$ cat src/rtl/dispatcher_pkg.sv
// Shared types and constants for the SRAM mailbox pixel dispatcher.
// Holds the FSM state encoding, mailbox address map and entry field positions.
package dispatcher_pkg;

    typedef enum logic [2:0] {
        ST_POLL,
        ST_COUNT,
        ST_FETCH,
        ST_REQ,
        ST_RELEASE,
        ST_NEXT,
        ST_CLEAR
    } state_t;

    // Mailbox address map
    localparam int unsigned ADDR_READY = 0;
    localparam int unsigned ADDR_COUNT = 1;
    localparam int unsigned ADDR_BASE  = 2;

    // Entry field LSB positions
    localparam int unsigned X_LSB = 20;
    localparam int unsigned Y_LSB = 8;
    localparam int unsigned V_LSB = 0;

    localparam int unsigned CNT_W = 16;

    function automatic logic [CNT_W-1:0] sat_inc(input logic [CNT_W-1:0] v);
        return (v == '1) ? v : v + CNT_W'(1);
    endfunction

endpackage

$ cat src/rtl/mailbox_reader.sv
// Single outstanding SRAM read: waits RD_LAT cycles after the address is
// presented, then captures readdata and pulses rd_valid for one cycle.
module mailbox_reader #(
    parameter int unsigned RD_LAT = 2
) (
    input  logic        clock,
    input  logic        reset_n,
    input  logic        rd_start,
    input  logic [31:0] sram_readdata,
    output logic        rd_valid,
    output logic [31:0] rd_data
);

    localparam int unsigned LAT_W = (RD_LAT > 0) ? $clog2(RD_LAT + 1) : 1;

    logic             active;
    logic [LAT_W-1:0] lat_cnt;

    // The address register updates on the same edge rd_start is seen
    always_ff @(posedge clock or negedge reset_n) begin
        if (!reset_n) begin
            active   <= 1'b0;
            lat_cnt  <= '0;
            rd_valid <= 1'b0;
            rd_data  <= '0;
        end else begin
            rd_valid <= 1'b0;
            if (rd_start) begin
                active  <= 1'b1;
                lat_cnt <= LAT_W'(RD_LAT);
            end else if (active) begin
                if (lat_cnt == '0) begin
                    active   <= 1'b0;
                    rd_valid <= 1'b1;
                    rd_data  <= sram_readdata;
                end else begin
                    lat_cnt <= lat_cnt - LAT_W'(1);
                end
            end
        end
    end

endmodule

$ cat src/rtl/sram_pixel_dispatcher.sv
// Drains an HPS-posted point list from the SRAM mailbox, dispatching each
// point to its column writer over a 4-phase select/return handshake.
module sram_pixel_dispatcher
    import dispatcher_pkg::*;
#(
    parameter int unsigned NCOLS      = 64,
    parameter int unsigned X_W        = 10,
    parameter int unsigned Y_W        = 10,
    parameter int unsigned PIX_W      = 8,
    parameter int unsigned SRAM_AW    = 8,
    parameter int unsigned RD_LAT     = 2,
    parameter int unsigned HS_TIMEOUT = 1023
) (
    input  logic               clock,
    input  logic               reset_n,
    input  logic               enable,
    input  logic               const_mode,
    input  logic [PIX_W-1:0]   const_color,
    output logic [SRAM_AW-1:0] sram_address,
    output logic               sram_write,
    output logic [31:0]        sram_writedata,
    input  logic [31:0]        sram_readdata,
    output logic [NCOLS-1:0]   col_select,
    output logic [Y_W-1:0]     row_select,
    output logic [PIX_W-1:0]   pixel_color,
    input  logic [NCOLS-1:0]   return_sig,
    output logic               busy,
    output logic               list_done,
    output logic [15:0]        drop_count
);

    localparam int unsigned COL_W = (NCOLS > 1) ? $clog2(NCOLS) : 1;
    localparam int unsigned TMR_W = $clog2(HS_TIMEOUT + 1);
    localparam int unsigned MAX_N = (1 << SRAM_AW) - 2;

    state_t             state;
    logic               rd_issued;
    logic               rd_start_c;
    logic               rd_valid;
    logic [31:0]        rd_data;
    logic [SRAM_AW-1:0] rd_addr_c;
    logic [SRAM_AW-1:0] n_entries;
    logic [SRAM_AW-1:0] idx;
    logic [COL_W-1:0]   col;
    logic [TMR_W-1:0]   timer;

    logic [X_W-1:0]     ent_x_c;
    logic [Y_W-1:0]     ent_y_c;
    logic [PIX_W-1:0]   ent_v_c;
    logic [SRAM_AW-1:0] ent_n_c;
    logic               x_in_range_c;
    logic               ack_c;
    logic               timeout_c;

    assign sram_writedata = '0;

    assign ent_x_c      = rd_data[X_LSB +: X_W];
    assign ent_y_c      = rd_data[Y_LSB +: Y_W];
    assign ent_v_c      = rd_data[V_LSB +: PIX_W];
    assign ent_n_c      = (rd_data[SRAM_AW-1:0] > SRAM_AW'(MAX_N)) ? SRAM_AW'(MAX_N)
                                                                   : rd_data[SRAM_AW-1:0];
    assign x_in_range_c = (32'(ent_x_c) < NCOLS);
    assign ack_c        = return_sig[col];
    assign timeout_c    = (timer == TMR_W'(HS_TIMEOUT - 1));

    // One read per visit to a read state; enable gates only the idle poll
    assign rd_start_c = !rd_issued &&
                        ((state == ST_POLL && enable) || state == ST_COUNT || state == ST_FETCH);

    always_comb begin
        rd_addr_c = SRAM_AW'(ADDR_READY);
        case (state)
            ST_COUNT: rd_addr_c = SRAM_AW'(ADDR_COUNT);
            ST_FETCH: rd_addr_c = SRAM_AW'(ADDR_BASE) + idx;
            default:  rd_addr_c = SRAM_AW'(ADDR_READY);
        endcase
    end

    mailbox_reader #(
        .RD_LAT (RD_LAT)
    ) u_reader (
        .clock         (clock),
        .reset_n       (reset_n),
        .rd_start      (rd_start_c),
        .sram_readdata (sram_readdata),
        .rd_valid      (rd_valid),
        .rd_data       (rd_data)
    );

    always_ff @(posedge clock or negedge reset_n) begin
        if (!reset_n) begin
            state        <= ST_POLL;
            rd_issued    <= 1'b0;
            sram_address <= '0;
            sram_write   <= 1'b0;
            col_select   <= '0;
            row_select   <= '0;
            pixel_color  <= '0;
            busy         <= 1'b0;
            list_done    <= 1'b0;
            drop_count   <= '0;
            n_entries    <= '0;
            idx          <= '0;
            col          <= '0;
            timer        <= '0;
        end else begin
            sram_write <= 1'b0;
            list_done  <= 1'b0;
            if (rd_start_c) begin
                rd_issued    <= 1'b1;
                sram_address <= rd_addr_c;
            end
            if (rd_valid) begin
                rd_issued <= 1'b0;
            end

            case (state)
                ST_POLL: begin
                    if (rd_valid && rd_data != '0 && enable) begin
                        state <= ST_COUNT;
                        busy  <= 1'b1;
                    end
                end
                ST_COUNT: begin
                    if (rd_valid) begin
                        n_entries <= ent_n_c;
                        idx       <= '0;
                        if (ent_n_c == '0) begin
                            state        <= ST_CLEAR;
                            sram_write   <= 1'b1;
                            list_done    <= 1'b1;
                            sram_address <= SRAM_AW'(ADDR_READY);
                        end else begin
                            state <= ST_FETCH;
                        end
                    end
                end
                ST_FETCH: begin
                    if (rd_valid) begin
                        idx <= idx + SRAM_AW'(1);
                        if (x_in_range_c) begin
                            col         <= COL_W'(ent_x_c);
                            col_select  <= NCOLS'(1) << COL_W'(ent_x_c);
                            row_select  <= ent_y_c;
                            pixel_color <= const_mode ? const_color : ent_v_c;
                            timer       <= '0;
                            state       <= ST_REQ;
                        end else begin
                            drop_count <= sat_inc(drop_count);
                            state      <= ST_NEXT;
                        end
                    end
                end
                ST_REQ: begin
                    if (ack_c) begin
                        col_select <= '0;
                        timer      <= '0;
                        state      <= ST_RELEASE;
                    end else if (timeout_c) begin
                        col_select <= '0;
                        drop_count <= sat_inc(drop_count);
                        state      <= ST_NEXT;
                    end else begin
                        timer <= timer + TMR_W'(1);
                    end
                end
                // Waiting for the ack to fall keeps a held ack from satisfying the next point
                ST_RELEASE: begin
                    if (!ack_c) begin
                        state <= ST_NEXT;
                    end else if (timeout_c) begin
                        drop_count <= sat_inc(drop_count);
                        state      <= ST_NEXT;
                    end else begin
                        timer <= timer + TMR_W'(1);
                    end
                end
                ST_NEXT: begin
                    if (idx == n_entries) begin
                        state        <= ST_CLEAR;
                        sram_write   <= 1'b1;
                        list_done    <= 1'b1;
                        sram_address <= SRAM_AW'(ADDR_READY);
                    end else begin
                        state <= ST_FETCH;
                    end
                end
                ST_CLEAR: begin
                    busy  <= 1'b0;
                    state <= ST_POLL;
                end
                default: state <= ST_POLL;
            endcase
        end
    end

endmodule

$ cat config.mk
export PLATFORM = sky130hd
export DESIGN_NAME = sram_pixel_dispatcher
export DESIGN_NICKNAME = d
export VERILOG_FILES = /design/src/rtl/dispatcher_pkg.sv /design/src/rtl/mailbox_reader.sv /design/src/rtl/sram_pixel_dispatcher.sv
export SDC_FILE = /design/constraint.sdc
export NUM_CORES = 1
export LEC_CHECK = 0
export BUFFER_PORTS_ARGS = -buffer_cell sky130_fd_sc_hd__buf_2
export CORE_AREA = 5 5 135 137
export CTS_BUF_LIST = sky130_fd_sc_hd__clkbuf_8
export CTS_CLUSTER_DIAMETER = 50
export DETAILED_ROUTE_END_ITERATION = 10
export DIE_AREA = 0 0 140 142
export PLACE_DENSITY = 0.83
export SLEW_MARGIN = 15
export SYNTH_ARGS = -nofsm -noshare
export SYNTH_HDL_FRONTEND = slang
export SYNTH_HIERARCHICAL = 1
export SYNTH_SLANG_ARGS = --single-unit
$ cat constraint.sdc
create_clock -name clock -period 3.29 [get_ports clock]
set_input_delay 0.658 -clock clock [delete_from_list [all_inputs] [get_ports clock]]
set_output_delay 0.658 -clock clock [all_outputs]
set_load 0.05 [all_outputs]
Yosys cells after proc, flatten, opt, wreduce, memory -nomap -nowiden:

Index checks and enable logic that the tools add are counted.

* register bits: 180
* bits of input ports: 108
* word-level logic and storage cells: 130

* add/sub/neg operators: 5
* magnitude comparators: 3
* equality and inequality tests: 18
* shift operators: 1
* mux-type cells: 58
* bitwise operators: 1
* reductions and logical operators: 27

Operators by type and width (count)
* 64-bit two-way mux: 4
* 64-bit one-hot mux with 2 select lines: 1
* 16-bit two-way mux: 6
* 8-bit two-way mux: 8
* 1-bit by 6-bit << shifter with 64-bit output (first input constant): 1
* 10-bit two-way mux: 5
* 16-bit one-hot mux with 3 select lines: 1
* 8-bit one-hot mux with 2 select lines: 3
* 32-bit nonzero test: 1
* 10-bit one-hot mux with 3 select lines: 1
* 3-bit two-way mux: 9
* 3-bit one-hot mux with 6 select lines: 1
* 16-bit by 1-bit adder with 16-bit output (second input constant): 1
* 16-bit == test (second input constant): 1
* 1-bit two-way mux: 13
* 3-bit AND reduction: 4
* 10-bit by 1-bit adder with 10-bit output (second input constant): 1
* 10-bit == test (second input constant): 1
* 10-bit by 7-bit < comparator with 1-bit output (second input constant): 1
* 2-bit inequality test (second input constant): 5
* 2-bit nonzero test: 5
* 3-bit == test (second input constant): 3
* 2-bit by 8-bit adder with 8-bit output (first input constant): 1
* 8-bit by 1-bit adder with 8-bit output (second input constant): 1
* other kinds (22): 35

Longest topological paths before layout:

* depth in word-level cells: 9
* gate-level depth with buffers: 11
* mapped depth without buffers: 9

By module:

The synthesis kept the hierarchy.

By module, submodules not included
* sram_pixel_dispatcher: times used 1, cells an instance 760, area each 7559.8 um2
* mailbox_reader: times used 1, cells an instance 82, area each 1485.2 um2

Worst setup path after synthesis:

No wires, ideal clock.

* path kind: input-to-reg
* from: input return_sig[27]
* to: register drop_count[4]
* setup time: 0.141 ns
* arrival time: 2.775 ns
* data required time: 3.149 ns
* setup slack: 0.374 ns
* stages: 7
* path through: mux4_1 -> mux4_2 -> a2bb2oi_1 -> and4_4 -> a21o_4 -> or4_4 -> xnor2_2

* word-level cells in the longest chain between the ends: 4
* elaborated cells on any way between the ends: 5

Ends and longest elaborated chain
* start, declared: RTL line sram_pixel_dispatcher.sv:26 `input logic [NCOLS-1:0] return_sig,`
* 1-bit binary-select mux with 6-bit select *: RTL line sram_pixel_dispatcher.sv:63 `assign ack_c = return_sig[col];`
* 1-bit two-way mux (not written as such) *: RTL line sram_pixel_dispatcher.sv:63
* 2-bit inequality test (no line)
* 5-bit AND reduction (no line) *
* end signal, assigned: RTL line sram_pixel_dispatcher.sv:149 `drop_count <= sat_inc(drop_count);`
* end signal, assigned: RTL line sram_pixel_dispatcher.sv:161 `drop_count <= sat_inc(drop_count);`
* end signal, assigned: RTL line sram_pixel_dispatcher.sv:172 `drop_count <= sat_inc(drop_count);`
* end, declared: RTL line sram_pixel_dispatcher.sv:29 `output logic [15:0] drop_count`

Mark *: on every way between the ends. The rest lies on a longest branch, timed or not. The select of a mux whose other input is x is not followed.
A chain may end at the register's enable or synchronous reset.

Worst setup path after layout:

* from: register col[0]
* to: register drop_count[4]

* word-level cells in the longest chain between the ends: 4
* elaborated cells on any way between the ends: 5

Ends and longest elaborated chain
* start, declared: RTL line sram_pixel_dispatcher.sv:44 `logic [COL_W-1:0] col;`
* start signal, assigned: RTL line sram_pixel_dispatcher.sv:142 `col <= COL_W'(ent_x_c);`
* 1-bit binary-select mux with 6-bit select *: RTL line sram_pixel_dispatcher.sv:63
* 1-bit two-way mux (not written as such) *: RTL line sram_pixel_dispatcher.sv:63
* 2-bit inequality test (no line)
* 5-bit AND reduction (no line) *

Marked as above.

==> run metrics <==
outcome finished clean; crit-path max FO 8; cell count after synthesis 842; post-cts resize count 0; mapped cell area approximately 0.009 sq mm; crit-path cells mux4_1, mux4_2, a2bb2oi_1, and4_4, a21o_4, or4_4, xnor2_2; Setup CP Type reg2reg; Synth cell types 64; Max Clock Freq 326 MHz; Core ar. approximately 0.017 sq mm; Final ANT Viol Nets 0; Non-Filler Instances about 1,300; post-synthesis register bit count between 150 and 200; share of cells above drive strength 1 0.304; Place WS between 0.1 and 0.15 ns; WP data required around 3.7 ns; CP max stage cell mux4_1; final worst slack approximately 0.22 ns; Die X-Extent 140 um; RSZ-0062 raised after global routing no; CP Data Arrival Time approximately 3.4 ns; H-tree depth 4; WL final about 23,000 um; Worst Setup End Kind register; Chip Height around 140 um; CP peak stage delay roughly 0.6 ns; drt first pass iters 6; max-cap violation count 0; Tmin final 3.07 ns; first-pass GRT wire length 37,700 um; later-pin clock latency in the skew report between 0.4 and 0.5 ns; maximum vdd ir drop between 0.8 and 0.9 mV; Yosys top cell by area dfrtp_1; WHS between 0.15 and 0.2 ns; Power Total 0.00775 W; area grow syn2layout 17.0%; sequential area share after synthesis 0.498; Worst Setup Start Kind register; number of core rows 48; cts bufs inserted 17; HP Class in2async; detailed-placement wirelength estimate 16,800 um; Avg Inst Size Synth roughly 11 sq um; CTS max path bufs 2; count of hold-fix buffers inserted at cts 0; vias in the first global route 7,273; Die ar. a little under 0.02 sq mm; Total Routing Usage GR 0.232; Setup Skew 0.00877 ns; Tightest Pin Transition 1.11 ns; grt met3 use 0.0638; root buffer cell clkbuf_8; Final setup viols 0; Relative slew margins 0.252; Worst-path clk slew approximately 0.1 ns; Final Hold Viols 0; Detailed Route Iter0 Violations 545; # IOs approximately 250; initial antenna violation count 1; dominant synthesized flop cell dfrtp_1; drt drc 0; Initial Util 0.534; Via density ~5.7; met2 Track Usage GR 0.381; static leakage about 5.1 nW; postcts setup bufs 0; post-synth top area share 0.498; EDFF count, synth 0; Cells after DPL between 1,000 and 1,500; total number of vias between 7,000 and 8,000; fin nets between 1,000 and 1,500; largest net degree at the start of global routing between 80 and 90; Port Buffers ~220; Final TNS setup 0 ns; Async SR Flop Fraction 1.00; CTS tree built; Ys Warns 6; largest cells by area after synthesis dfrtp_1 (50%), mux2_4 (4.8%), o2bb2ai_1 (4.7%), nand2_1 (4.7%), mux2i_1 (3.3%); CTS Sinks 180; Top Usage Layer GRT met2; PwrDens approximately 730 mW/mm^2; met1 global-route usage 0.304; wire per inst between 15 and 20 um; Placer Congestion between 0.8 and 0.9; GR Overflow Total 0; period utilization 0.932; final max-slew violation count 0
[worst max-delay path, delay by kind of cell, from the launching register on]
family	cells	cell delay, ns
xor gates and xnor gates	1	0.14
DFF	1	0.58
AOI/OAI and AO/OA	2	0.38
and+or+nand+nor	2	0.75
muxes	2	1.10
[cells by family (layout without fill, tap and decap cells)]
kind of cell,count (synthesis),in the layout,share of synthesized area
other,1,34,0.000415
AOI/OAI and AO/OA,161,161,0.131
adders and majority gates,6,6,0.00830
DFF,180,180,0.498
buffers and inverters,98,279,0.0598
and+or+nand+nor,292,292,0.157
xor gates and xnor gates,29,29,0.0297
muxes,75,75,0.116
[power breakdown]
part / switching (W) / total [W] / internal (W)
combinational: 0.00195 / 0.00301 / 0.00107
sequential: 0.000521 / 0.00331 / 0.00279
clock: 0.000855 / 0.00142 / 0.000563
[worst paths after layout]
kind | from | end | slack (ns) | depth (start not counted)
hold reg to reg | row_select[0]$_DFFE_PN0P_ | row_select[0]$_DFFE_PN0P_ | 0.48 | 2
max in group asynchronous | reset_n | col_select[20]$_DFFE_PN0P_ | 2.25 | 2
setup reg to reg | col[0]$_DFFE_PN0P_ | drop_count[4]$_DFFE_PN0P_ | 0.22 | 7
setup / recovery | col[0]$_DFFE_PN0P_ | drop_count[4]$_DFFE_PN0P_ | 0.22 | 7
hold / removal | reset_n | row_select[3]$_DFFE_PN0P_ | 0.17 | 1
min in group clock | sram_readdata[13] | u_reader/rd_data[13]$_DFFE_PN0P_ | 0.41 | 2
[area by class of cell]
class | instances | area [sq um]
antenna | 2 | 5.00
clock buffer | 18 | 248
clock inverter | 14 | 120
fill | 1419 | 6350
inverter | 13 | 48.8
multi-input combinational | 595 | 4130
sequential | 180 | 4500
tap | 225 | 282
timing repair buffer | 234 | 1250
[metal layers]
metal,wire length (um),vias to the layer above
met3,1800,32
met4,395,0
met5,0,-
met2,11100,291
li1,-,3374
met1,9890,3559
[cells in the final DEF, fill, tap and decap left out, drive strengths merged, types with 4 or more instances in the layout]
cell type / count
nand3: 44
nor2b: 9
clkinvlp: 7
a22o: 18
nand2: 114
or3: 9
o21ai: 36
o2bb2ai: 49
dfrtp: 180
mux4: 11
mux2: 34
and2: 5
nor3: 16
nor2: 39
nand2b: 4
a22oi: 12
nand4: 17
conb: 32
clkbuf: 18
inv: 19
buf: 234
and3: 10
xnor2: 26
and4: 6
ha: 6
a21oi: 18
a31oi: 5
mux2i: 30
nor4: 8
[flip-flops by register name, summed over array words and instances, names as in the netlist, 2 cells and up]
signal,cells
timer,10
pixel_color,8
u_reader/rd_data,32
u_reader/lat_cnt,2
col,6
state,3
n_entries,8
idx,8
col_select,64
sram_address,8
row_select,10
drop_count,16
[cell usage after synthesis, types with 2 or more instances]
cell	number
clkbuf_1	34
and4_1	5
buf_6	4
xor2_1	3
nor2_1	39
o21ai_0	36
and3_1	10
a21oi_1	17
nand2b_1	4
a22oi_1	12
nand2_1	114
inv_1	13
buf_1	3
nor2b_1	9
o31ai_1	2
nand3_1	44
buf_2	9
xnor2_1	24
a22o_1	18
or4_4	2
mux2i_1	30
and2_1	5
dfrtp_1	180
o211ai_1	2
a31oi_1	5
mux2_4	29
ha_1	6
nor3_1	16
buf_4	35
nor4_1	8
mux2_2	5
or3_1	9
a211o_1	3
nand4_1	17
a32oi_1	2
or2_2	2
o2bb2ai_1	49
mux4_2	9
mux4_1	2
xnor2_2	2
[stage by stage]
step | area [sq um] | utilization
4_1_cts | 10600 | 0.625
5_1_grt | 10600 | 0.625
3_3_place_gp | 10200 | 0.603
6_report | 10600 | 0.625
2_1_floorplan | 9160 | -
3_5_place_dp | 10200 | 0.603
Note: power is estimated with default switching activity, not from simulation.
